--- config.mk ---
export PLATFORM = sky130hd
export DESIGN_NAME = sv_serial_tx
export DESIGN_NICKNAME = d
export VERILOG_FILES = /design/src/rtl/sv_serial_tx.sv
export SDC_FILE = /design/constraint.sdc
export NUM_CORES = 1
export LEC_CHECK = 0
export BUFFER_PORTS_ARGS = -buffer_cell sky130_fd_sc_hd__buf_2
export CORE_UTILIZATION = 40
export CTS_BUF_LIST = sky130_fd_sc_hd__clkbuf_16
export DETAILED_ROUTE_END_ITERATION = 10
export HOLD_SLACK_MARGIN = 0.03
export PLACE_DENSITY = 0.61
export SETUP_SLACK_MARGIN = 0.3
export SLEW_MARGIN = 30
export SYNTH_ARGS = -nofsm -noshare
export SYNTH_HDL_FRONTEND = slang
export SYNTH_SLANG_ARGS = --single-unit
export TNS_END_PERCENT = 10
--- constraint.sdc ---
create_clock -name clk -period 5.2 [get_ports clk]
set_clock_uncertainty 0.15 [all_clocks]
set_input_delay 0.26 -clock clk [delete_from_list [all_inputs] [get_ports clk]]
set_output_delay 0.26 -clock clk [all_outputs]
set_load 0.01 [all_outputs]
--- src/rtl/sv_serial_tx.sv ---
// Parallel-to-serial frame transmitter: start bit, DATA_W data bits LSB first, stop bit.
// Define SV_SERIAL_TX_PARITY_EN to insert an even-parity bit between the data and the stop bit.
module sv_serial_tx #(
  parameter int DATA_W       = 8,
  parameter int CLKS_PER_BIT = 4
) (
  input  logic              clk,
  input  logic              rst,
  input  logic [DATA_W-1:0] in_data,
  input  logic              in_valid,
  output logic              in_ready,
  output logic              tx,
  output logic              busy,
  output logic              tx_done
);

  localparam int CNT_W = (CLKS_PER_BIT > 1) ? $clog2(CLKS_PER_BIT) : 1;
  localparam int IDX_W = (DATA_W > 1) ? $clog2(DATA_W) : 1;
  localparam logic [CNT_W-1:0] CNT_LAST = CNT_W'(CLKS_PER_BIT - 1);
  localparam logic [IDX_W-1:0] IDX_LAST = IDX_W'(DATA_W - 1);

  typedef enum logic [2:0] {
    IDLE,
    START,
    DATA,
`ifdef SV_SERIAL_TX_PARITY_EN
    PARITY,
`endif
    STOP
  } state_t;

  state_t            state;
  logic [DATA_W-1:0] shift_reg;
  logic [CNT_W-1:0]  baud_cnt;
  logic [IDX_W-1:0]  bit_idx;
  logic              bit_end;
  logic [DATA_W-1:0] shifted;
`ifdef SV_SERIAL_TX_PARITY_EN
  logic              parity_bit;
`endif

  always_comb begin
    bit_end = (baud_cnt == CNT_LAST);
    shifted = shift_reg >> 1;
  end

  // Outputs are registered alongside the state they belong to, so tx never
  // sees a combinational path from the input handshake.
  always_ff @(posedge clk) begin
    if (rst) begin
      state      <= IDLE;
      shift_reg  <= '0;
      baud_cnt   <= '0;
      bit_idx    <= '0;
      tx         <= 1'b1;
      in_ready   <= 1'b1;
      busy       <= 1'b0;
      tx_done    <= 1'b0;
`ifdef SV_SERIAL_TX_PARITY_EN
      parity_bit <= 1'b0;
`endif
    end else begin
      tx_done <= 1'b0;
      case (state)
        IDLE: begin
          if (in_valid && in_ready) begin
            state      <= START;
            shift_reg  <= in_data;
            baud_cnt   <= '0;
            bit_idx    <= '0;
            tx         <= 1'b0;
            in_ready   <= 1'b0;
            busy       <= 1'b1;
`ifdef SV_SERIAL_TX_PARITY_EN
            parity_bit <= ^in_data;
`endif
          end
        end
        START: begin
          if (bit_end) begin
            baud_cnt <= '0;
            state    <= DATA;
            tx       <= shift_reg[0];
          end else begin
            baud_cnt <= baud_cnt + 1'b1;
          end
        end
        DATA: begin
          if (bit_end) begin
            baud_cnt  <= '0;
            shift_reg <= shifted;
            if (bit_idx == IDX_LAST) begin
              bit_idx <= '0;
`ifdef SV_SERIAL_TX_PARITY_EN
              state   <= PARITY;
              tx      <= parity_bit;
`else
              state   <= STOP;
              tx      <= 1'b1;
`endif
            end else begin
              bit_idx <= bit_idx + 1'b1;
              tx      <= shifted[0];
            end
          end else begin
            baud_cnt <= baud_cnt + 1'b1;
          end
        end
`ifdef SV_SERIAL_TX_PARITY_EN
        PARITY: begin
          if (bit_end) begin
            baud_cnt <= '0;
            state    <= STOP;
            tx       <= 1'b1;
          end else begin
            baud_cnt <= baud_cnt + 1'b1;
          end
        end
`endif
        STOP: begin
          if (bit_end) begin
            baud_cnt <= '0;
            state    <= IDLE;
            tx       <= 1'b1;
            in_ready <= 1'b1;
            busy     <= 1'b0;
            tx_done  <= 1'b1;
          end else begin
            baud_cnt <= baud_cnt + 1'b1;
          end
        end
        default: begin
          state    <= IDLE;
          baud_cnt <= '0;
          tx       <= 1'b1;
          in_ready <= 1'b1;
          busy     <= 1'b0;
        end
      endcase
    end
  end

endmodule
==> reports/qor.csv, run 1 <==
metric,value,unit
area_delta_synth_final,16.19,%
drive_gt1_share,17.24,%
wl,2.013,mm
r2r_cells,5,
nNetsFinal,138,
path_clk_slew,0.05,ns
cap_violations,0,
cts_resized,0,
cp-startpoint,state[0],
synth_seq_cells,19,
syn_area_per_cell,9.755,µm²
seqCellArea,380.4,µm²
die_h,52.12,µm
setup_ws,2.960,ns
setup_violations,0,
r2r-start,state[0],
ys_top_cells_by_area,"dfxtp_1 38%, ha_1 12%, mux2i_1 9.0%",
numCtsBuffers,3,
cp_max_fo,15,
dr.pass1.iters,4,
hold-worst-slack,0.1680,ns
htreeDepth,1,
drv_slew,0,
synth_top_area_share,37.86,%
multi_input_area,586.8,µm²
hold_viol,0,
use_met2,31.20,%
fin_crit_sh,43.08,%
synthFlopType,dfxtp_1,
start_kind,flip-flop,
hold_class,in -> reg,
clock-sinks,19,
netlist_top_cells_count,"19 x dfxtp_1, 14 x a21oi_1, 10 x ha_1, 9 x mux2i_1, 7 x a211oi_1",
num_vias,823,
top_usage_layer,met2,
insertion_delay,0.26,ns
cp-end-kind,flip-flop,
cts_tree,yes,
syn-num-nets,124,
place_ws,2.950,ns
globalplace.congestion,0.8146,
antenna_found_initial,0,
use_met1,18.69,%
portBuffers,14,
syn_area,1005,µm²
rsz0062_at_grt,false,
dpl.cell_count,140,
fillerInstances,244,
path_class,reg -> reg,
core,2297,µm²
stdcell_count,144,
initial_core_util,43.74,%
max_freq,446.4,MHz
io-pin-count,15,
antenna_left,0,
die_w,52.12,µm
clockRootBuffer,clkbuf_16,
worst_slew_pin_slew,0.7030,ns
grt_pass1_vias,757,
ys_types,31,
r2r_slack,2.96,ns
fin_setup_tns,0,ns
crit_required,5.22,ns
viasPerCell,5.715,
clockBufferDepth,2,
outcome,"finished, final reports clean",
largest_reg_flops,8,
crit_arrival,2.26,ns
p_leak,0.4671,nW
grt_first_pass_wirelength,3.387,mm
grt_use_total,17.55,%
holdBufCountCts,0,
grt_overflow,0,
num_rows,17,
crit_end,shift_reg[6],
avgRoutedWirePerCell,13.98,µm
drc,0,
grt_use_met3,5.263,%
relSlewSlack,53.14,%
yosysTopAreaCell,dfxtp_1,
netlist_instances,103,
grt_max_degree,23,
powerDensity,585.9,nW/µm²
antenna_cells,0,
final_core_util,50.82,%
synthArstFlopShare,0,%
yosysMostFrequentCell,dfxtp_1,
ys_seq_area_share,37.86,%
r2r-end,shift_reg[6],
synth_edf_count,0,
cts_setup_buffers,0,
yosys_warnings,0,
dieArea,2716,µm²
vdd_drop_max,0.0004177,V
drt_iter0_markers,1,
dp_hpwl,1.403,mm
timing.final.crit_period,2.240,ns
[metrics by stage]
step	total power [W]	instance area (µm²)
floorplan	0.0004625	1005
global placement	0.0005193	1087
detailed placement	0.0005271	1087
CTS	0.0006912	1167
global route	0.0007408	1167
finish	0.0006840	1167
[power breakdown]
part | leakage, nW | switching, W | total [W] | internal, W
clock | 0.0409 | 0.0000574 | 0.000161 | 0.000103
combinational | 0.270 | 0.000170 | 0.000292 | 0.000122
sequential | 0.156 | 0.0000342 | 0.000231 | 0.000197
[per-layer routing]
metal,share of wire [%],vias to the layer above
met3,3.4,5
met2,51,14
met1,44,391
met4,1.7,0
met5,0,-
li1,-,413
[cells by family (layout without fill, tap and decap cells)]
family / Yosys count / count (layout) / share of synthesized area [%]
muxes: 10 / 10 / 10.09
AOI/OAI and AO/OA: 36 / 36 / 23.54
adders and majority gates: 10 / 10 / 12.45
DFF: 19 / 19 / 37.86
buffers and inverters: 9 / 22 / 3.734
and+or+nand+nor: 19 / 19 / 12.33
[critical path: stages, from the launching register on]
cell and delay, ns:
dfxtp_1 0.35, inv_1 0.12, ha_1 0.62, mux2i_1 0.45, nor2_1 0.21, a211oi_1 0.25
[final cells by class]
| type | count | area share (%) |
|---|---|---|
| Tap cell | 28 | 3.001 |
| Clock inverter | 1 | 0.4287 |
| Multi-Input combinational cell | 75 | 50.27 |
| Timing Repair Buffer | 14 | 6.002 |
| Inverter | 4 | 1.286 |
| Sequential cell | 19 | 32.58 |
| Clock buffer | 3 | 6.431 |
[worst min-delay path by stage]
stage	slack (ns)	endpoint	startpoint	cells past startpoint
5_1_grt	0.20	shift_reg[7]	in_data[7]	3
3_5_place_dp	0.32	baud_cnt[1]	baud_cnt[1]	2
3_3_place_gp	0.32	baud_cnt[1]	baud_cnt[1]	2
2_1_floorplan	0.28	shift_reg[7]	in_data[7]	2
4_1_cts	0.16	shift_reg[7]	in_data[7]	3
6_report	0.17	shift_reg[7]	in_data[7]	3
[placed cells by master, fill, tap and decap left out, drive strengths merged]
| cell | n |
|---|---|
| a2111oi | 1 |
| and3b | 1 |
| nand2b | 5 |
| nand2 | 2 |
| o22ai | 1 |
| or4 | 2 |
| mux2i | 9 |
| a311oi | 1 |
| or2b | 1 |
| a41oi | 1 |
| o21ai | 4 |
| nor2 | 1 |
| buf | 14 |
| ha | 10 |
| a21oi | 14 |
| o21bai | 1 |
| nand3b | 1 |
| a211oi | 7 |
| and4 | 1 |
| nand4b | 1 |
| inv | 4 |
| nand4 | 4 |
| a21bo | 1 |
| a21o | 1 |
| o21a | 1 |
| clkbuf | 3 |
| a21boi | 1 |
| mux2 | 1 |
| clkinv | 1 |
| dfxtp | 19 |
| a31o | 2 |
Power figures use the tool's default switching activity.
==> run 2, diff against run 1 <==
Settings changed: ABC_AREA set to 1, PLACE_DENSITY 0.61 to 0.64.
Clock period 5.2 ns to 2.02 ns, I/O delays scaled along.
==> run 2 against run 1 <==
  * Register-to-register slack worse by 2.6 ns
  * Critical endpoint is now state[1]
  * Critical path type unchanged
  * Largest cell class unchanged
  * First-iteration DRC count rose to 18 times the previous value
  * Flip-flop and latch count is the same
==> reports/qor.csv, run 2 <==
metric,value,unit,change
outcome,"finished, final reports clean",,
netlist_top_cells_count,"40 x nand2_1, 23 x nor2_1, 19 x dfxtp_1, 13 x o21ai_0, 10 x ha_1",,
num_rows,17,,unchanged
initial_core_util,43.54,%,-0.20 points
die_w,51.78,µm,-0.65%
yosysMostFrequentCell,nand2_1,,
path_clk_slew,0.05,ns,about the same
area_delta_synth_final,21.72,%,
io-pin-count,15,,unchanged
cts_tree,yes,,
clockRootBuffer,clkbuf_16,,
cpMostUsedCell,nand2_1,,
dpl.cell_count,181,,+29%
netlist_instances,141,,+37%
relSlewSlack,74.92,%,+22 points
drive_gt1_share,18.13,%,+0.88 points
antenna_found_initial,0,,unchanged
cp-end-kind,flip-flop,,
rsz0062_at_grt,true,,
antenna_left,0,,unchanged
fin_crit_sh,80.20,%,+37 points
setup_ws,0.4000,ns,-2.560 ns
p_leak,0.5991,nW,+28%
viasPerCell,4.947,,-13%
grt_overflow,0,,unchanged
ys_top_cells_by_area,"dfxtp_1 38%, nand2_1 15%, ha_1 13%",,
final_common_cell,nand2_1,,
setup_violations,0,,unchanged
yosys_warnings,0,,unchanged
synth_edf_count,0,,unchanged
cp_max_fo,11,,-4
clock-sinks,19,,unchanged
powerDensity,1670,nW/µm²,+180%
layout_common_cells,"40 x nand2_1, 22 x nor2_1, 18 x dfxtp_1",,
hold_class,in -> reg,,
hold_viol,0,,unchanged
dieArea,2681,µm²,-1.3%
timing.final.crit_period,1.620,ns,-0.6201 ns
numCtsBuffers,3,,unchanged
largest_reg_flops,8,,unchanged
drc,0,,unchanged
drt_iter0_markers,18,,+17
num_vias,930,,+13%
grt_first_pass_wirelength,3.657,mm,+8.0%
hold-worst-slack,0.05970,ns,-0.1083 ns
start_kind,flip-flop,,
crit_required,2.01,ns,-3.21 ns
finalPower,0.002014,W,+190%
antenna_cells,0,,unchanged
grt_use_total,18.65,%,+1.1 points
grt_pass1_vias,903,,+19%
syn_area,991.0,µm²,-1.4%
worst_slew_pin_slew,0.3757,ns,-0.3272 ns
cp_top_family,simple AND/OR/NAND/NOR gates,,
syn_area_per_cell,7.028,µm²,-28%
yosysTopAreaCell,dfxtp_1,,
crit_path_max_incr_delay,0.36,ns,-0.26 ns
cap_violations,0,,unchanged
max_freq,617.3,MHz,+38%
grt_max_degree,15,,-35%
synth_top_area_share,38.38,%,+0.53 points
fin_setup_tns,0,ns,unchanged
avgRoutedWirePerCell,11.53,µm,-18%
core,2276,µm²,-0.93%
drv_slew,0,,unchanged
dp_hpwl,1.539,mm,+9.7%
path_cells,inv_1 > ha_2 > buf_4 > nand2_1 > nand3_1 > nor2_2 > nand2_1 > nand2_1 > nor2_1,,
place_ws,0.2636,ns,-2.687 ns
dr.pass1.iters,4,,unchanged
crit_arrival,1.61,ns,-0.65 ns
die_h,51.78,µm,-0.65%
synthArstFlopShare,0,%,unchanged
insertion_delay,0.25,ns,about the same
path_class,reg -> reg,,
critPathSlowestCell,dfxtp_2,,
wl,2.168,mm,+7.7%
stdcell_count,188,,+31%
syn-num-nets,162,,+31%
nNetsFinal,182,,+32%
synth_seq_cells,19,,unchanged
critPathBufInv,2,,+1
htreeDepth,1,,unchanged
ys_seq_area_share,38.38,%,+0.53 points
globalplace.congestion,0.8291,,+1.8%
ys_types,16,,-48%
synthFlopType,dfxtp_1,,
clockBufferDepth,2,,unchanged
vdd_drop_max,0.0009481,V,+130%
portBuffers,14,,unchanged
==> run 2: cell count changes after synthesis, sizes merged, moves of 7 or more <==
cell / previous run / this run
o21ai: 4 / 13
nand2: 2 / 44
nor2: 1 / 23
a211oi: 7 / 0
inv: 4 / 11
mux2i: 9 / 0
==> run 2: logic make-up (layout without fill, tap and decap cells) <==
family,count (synthesis),count (layout),share of synthesized area [%]
AND/OR/NAND/NOR,75,75,30.68
AO/OA/AOI/OAI,23,23,12.12
adder cells (fa/ha/maj),10,10,12.63
buffers and inverters,14,33,6.186
flip-flops,19,19,38.38
==> run 2: layout make-up <==
class	instances	area [µm²]
multi-input combinational	108	561.8
inverter	11	43.79
timing repair buffer	18	105.1
fill	214	1070
sequential	19	381.6
clock inverter	1	3.754
tap	28	35.03
clock buffer	3	75.07
==> run 2: routing by layer <==
layer | global-route usage, % | routed length (µm) | up-vias
met5 | 0 | 0 | -
met4 | 10.81 | 27 | 0
met3 | 2.339 | 88 | 4
met2 | 32.03 | 1063 | 21
met1 | 22.08 | 989 | 418
li1 | - | - | 487
==> run 2: timing repair <==
item                                    4_1_cts  5_1_grt
endpoints found under the hold margin         6        0
setup buffers                                 1        0
resized for setup                             1        6
hold buffers                                  2        0
endpoints found under the setup margin        7       14
==> run 2: stage by stage <==
stage,instance area [µm²],utilization (%)
floorplan,991.0,-
global placement,1084,47.61
detailed placement,1084,47.61
CTS,1192,52.39
global route,1206,53.00
finish,1206,53.00
==> run 2: final timing paths <==
| check | startpoint | slack (ns) | end | cells after the start |
|---|---|---|---|---|
| hold / removal | in_data[6] | 0.06 | shift_reg[6] | 5 |
| setup / recovery | state[0] | 0.40 | state[1] | 9 |
| hold reg to reg | tx | 0.30 | tx | 2 |
| setup reg to reg | state[0] | 0.40 | state[1] | 9 |
==> run 2: worst min-delay path, stage by stage <==
cell and delay [ns]:
buf_2 0.08, nand2_1 0.04, nand2_1 0.04, o21ai_0 0.07, nor2_1 0.08
==> run 2: power by group <==
group / switching, W / leakage [nW] / internal (W)
Combinational: 0.000637 / 0.400 / 0.000356
Clock: 0.000135 / 0.0423 / 0.000263
Sequential: 0.0000987 / 0.157 / 0.000525
Total: 0.000871 / 0.599 / 0.00114
==> run 3, diff against run 2 <==
Clock period 2.02 ns to 1.4 ns, I/O delays scaled along.
==> run 3 against run 2 <==
  * Clock power up 46%
  * Highest routed layer unchanged
  * First-iteration DRC count up 17%
  * Largest power group unchanged
  * The run now ends with negative setup slack left
  * Worst setup slack worse by 0.42 ns
  * Global-route usage up 2.3 points
  * Via count up 8.5%
  * Largest cell class unchanged
  * Critical path depth unchanged
==> reports/qor.csv, run 3 (synthesis results as in run 2) <==
metric,value,unit,change
dr.pass1.iters,4,,unchanged
fin_setup_tns,-0.06523,ns,-0.06523 ns
nNetsFinal,199,,+9.3%
num_rows,17,,unchanged
drt_iter0_markers,21,,+3
area_delta_synth_final,49.62,%,
worst_slew_pin_slew,0.5135,ns,+0.1378 ns
wl,2.396,mm,+11%
drive_gt1_share,38.98,%,+21 points
setup_ws,-0.02232,ns,-0.4223 ns
r2r_slack,-0.02,ns,-0.42 ns
path_cells,inv_6 > ha_4 > inv_4 > nand2_2 > nand2_2 > nand2_4 > buf_6 > o21ai_2 > nor2_1,,
max_freq,703.1,MHz,+14%
critPathSlowestCell,dfxtp_4,,
io-pin-count,15,,unchanged
hold_start,in_data[6],,
cts_tree,yes,,
path_class,reg -> reg,,
hold_class,in -> reg,,
fillerInstances,193,,-9.8%
seqCellArea,391.6,µm²,+2.6%
clockRootBuffer,clkbuf_16,,
layout_common_cells,"36 x nand2_1, 20 x nor2_1, 14 x dfxtp_1, 14 x buf_2, 12 x buf_4",,
cp_max_fo,7,,-4
grt_overflow,0,,unchanged
r2r_cells,9,,unchanged
cp-end-kind,flip-flop,,
cpMostUsedCell,nand2_2,,
vdd_drop_max,0.001435,V,+51%
final_core_util,65.15,%,+12 points
crit_required,1.40,ns,-0.61 ns
setup_violations,7,,+7
whs_endpoint,shift_reg[6],,
start_kind,flip-flop,,
viasPerCell,4.922,,-0.50%
critPathBufInv,3,,+1
die_h,51.78,µm,unchanged
powerDensity,2394,nW/µm²,+43%
portBuffers,14,,unchanged
grt_pass1_vias,934,,+3.4%
hold_viol,0,,unchanged
r2r-start,state[0],,
fin_crit_sh,101.6,%,+21 points
finalPower,0.003549,W,+76%
clockBufferDepth,2,,unchanged
antenna_left,0,,unchanged
violations,negative setup slack,,
grt_max_degree,15,,unchanged
rsz0062_at_grt,true,,
worstHoldPathCells,5,,unchanged
timing.final.crit_period,1.422,ns,-0.1977 ns
grt_first_pass_wirelength,4.043,mm,+11%
path_clk_slew,0.05,ns,about the same
dp_hpwl,1.657,mm,+7.6%
numCtsBuffers,3,,unchanged
antenna_found_initial,0,,unchanged
globalplace.congestion,0.8161,,-1.6%
largest_reg_flops,8,,unchanged
outcome,finished with violations,,
r2r-end,bit_idx[0],,
avgRoutedWirePerCell,11.69,µm,+1.4%
grt_use_total,20.96,%,+2.3 points
drc,0,,unchanged
relSlewSlack,65.73,%,-9.2 points
initial_core_util,43.54,%,unchanged
crit_path_max_incr_delay,0.39,ns,+0.03 ns
die_w,51.78,µm,unchanged
drv_slew,0,,unchanged
cap_violations,0,,unchanged
dieArea,2681,µm²,unchanged
clock-sinks,19,,unchanged
multi_input_area,676.9,µm²,+20%
antenna_cells,0,,unchanged
cp_top_family,flip-flops,,
insertion_delay,0.25,ns,about the same
num_vias,1009,,+8.5%
htreeDepth,1,,unchanged
crit_arrival,1.42,ns,-0.19 ns
p_leak,0.6923,nW,+16%
final_common_cell,nand2_1,,
core,2276,µm²,unchanged
## run 3: cell count changes in the layout (fill, tap and decap cells not counted), moves of 5 or more
cell           change
buf_4             +10
o21ai_0            -9
dlygate4sd3_1      +6
o21ai_2            +6
ha_1               -5
## run 3: worst max path at each step
stage                              end  cells past startpoint       start  slack (ns)
after CTS                 shift_reg[0]                      9    state[0]       -0.03
after floorplan             bit_idx[0]                      9    state[0]        0.04
after detailed placement    bit_idx[2]                      8    state[1]       -0.06
after global routing        bit_idx[0]                      9    state[0]       -0.09
after global placement        state[1]                      9  bit_idx[1]       -0.08
final                       bit_idx[0]                      9    state[0]       -0.02
## run 3: final cells by class
type	instances	area share (%)
clock inverter	1	0.2532
timing repair buffer	35	16.96
tap	28	2.363
multi-input combinational	108	45.65
inverter	11	3.291
sequential	19	26.41
clock buffer	3	5.063
## run 3: worst reg2reg max path, stage by stage, from the launching register on
cell and delay (ns):
dfxtp_4 0.39, inv_6 0.05, ha_4 0.18, inv_4 0.06
nand2_2 0.04, nand2_2 0.08, nand2_4 0.08, buf_6 0.14
o21ai_2 0.11, nor2_1 0.05
## run 3: where the power goes
part / internal [W] / leakage, nW / switching (W)
sequential: 0.000777 / 0.159 / 0.000168
combinational: 0.000879 / 0.491 / 0.00114
clock: 0.000380 / 0.0423 / 0.000203
total: 0.00204 / 0.692 / 0.00151
## run 3: per-layer routing
metal	part of all wire [%]	routed length, µm	GRT usage, %	vias to the layer above
li1	-	-	-	523
met1	45	1086	24.87	461
met2	49	1166	35.93	20
met3	4.8	114	6.140	5
met4	1.2	28	6.757	0
met5	0	0	0	-
## run 3: per-stage QoR
step           setup slack [ns]  hold slack (ns)  cells  instance area [µm²]
2_1_floorplan           0.04013         -0.02064    141                 1035
3_3_place_gp           -0.07679           0.1796    191                 1202
3_5_place_dp           -0.06112           0.1806    191                 1202
4_1_cts                -0.02715          0.03768    204                 1429
5_1_grt                -0.09263          0.04727    205                 1483
6_report               -0.02232         0.008846    205                 1483
## run 3: repair_timing
action | CTS | global route
buffers inserted | 1 | 1
hold buffers | 8 | 0
resized for setup | 21 | 14
pin swaps | 9 | 8
hold endpoints to repair | 12 | 0
endpoints found under the setup margin | 18 | 18
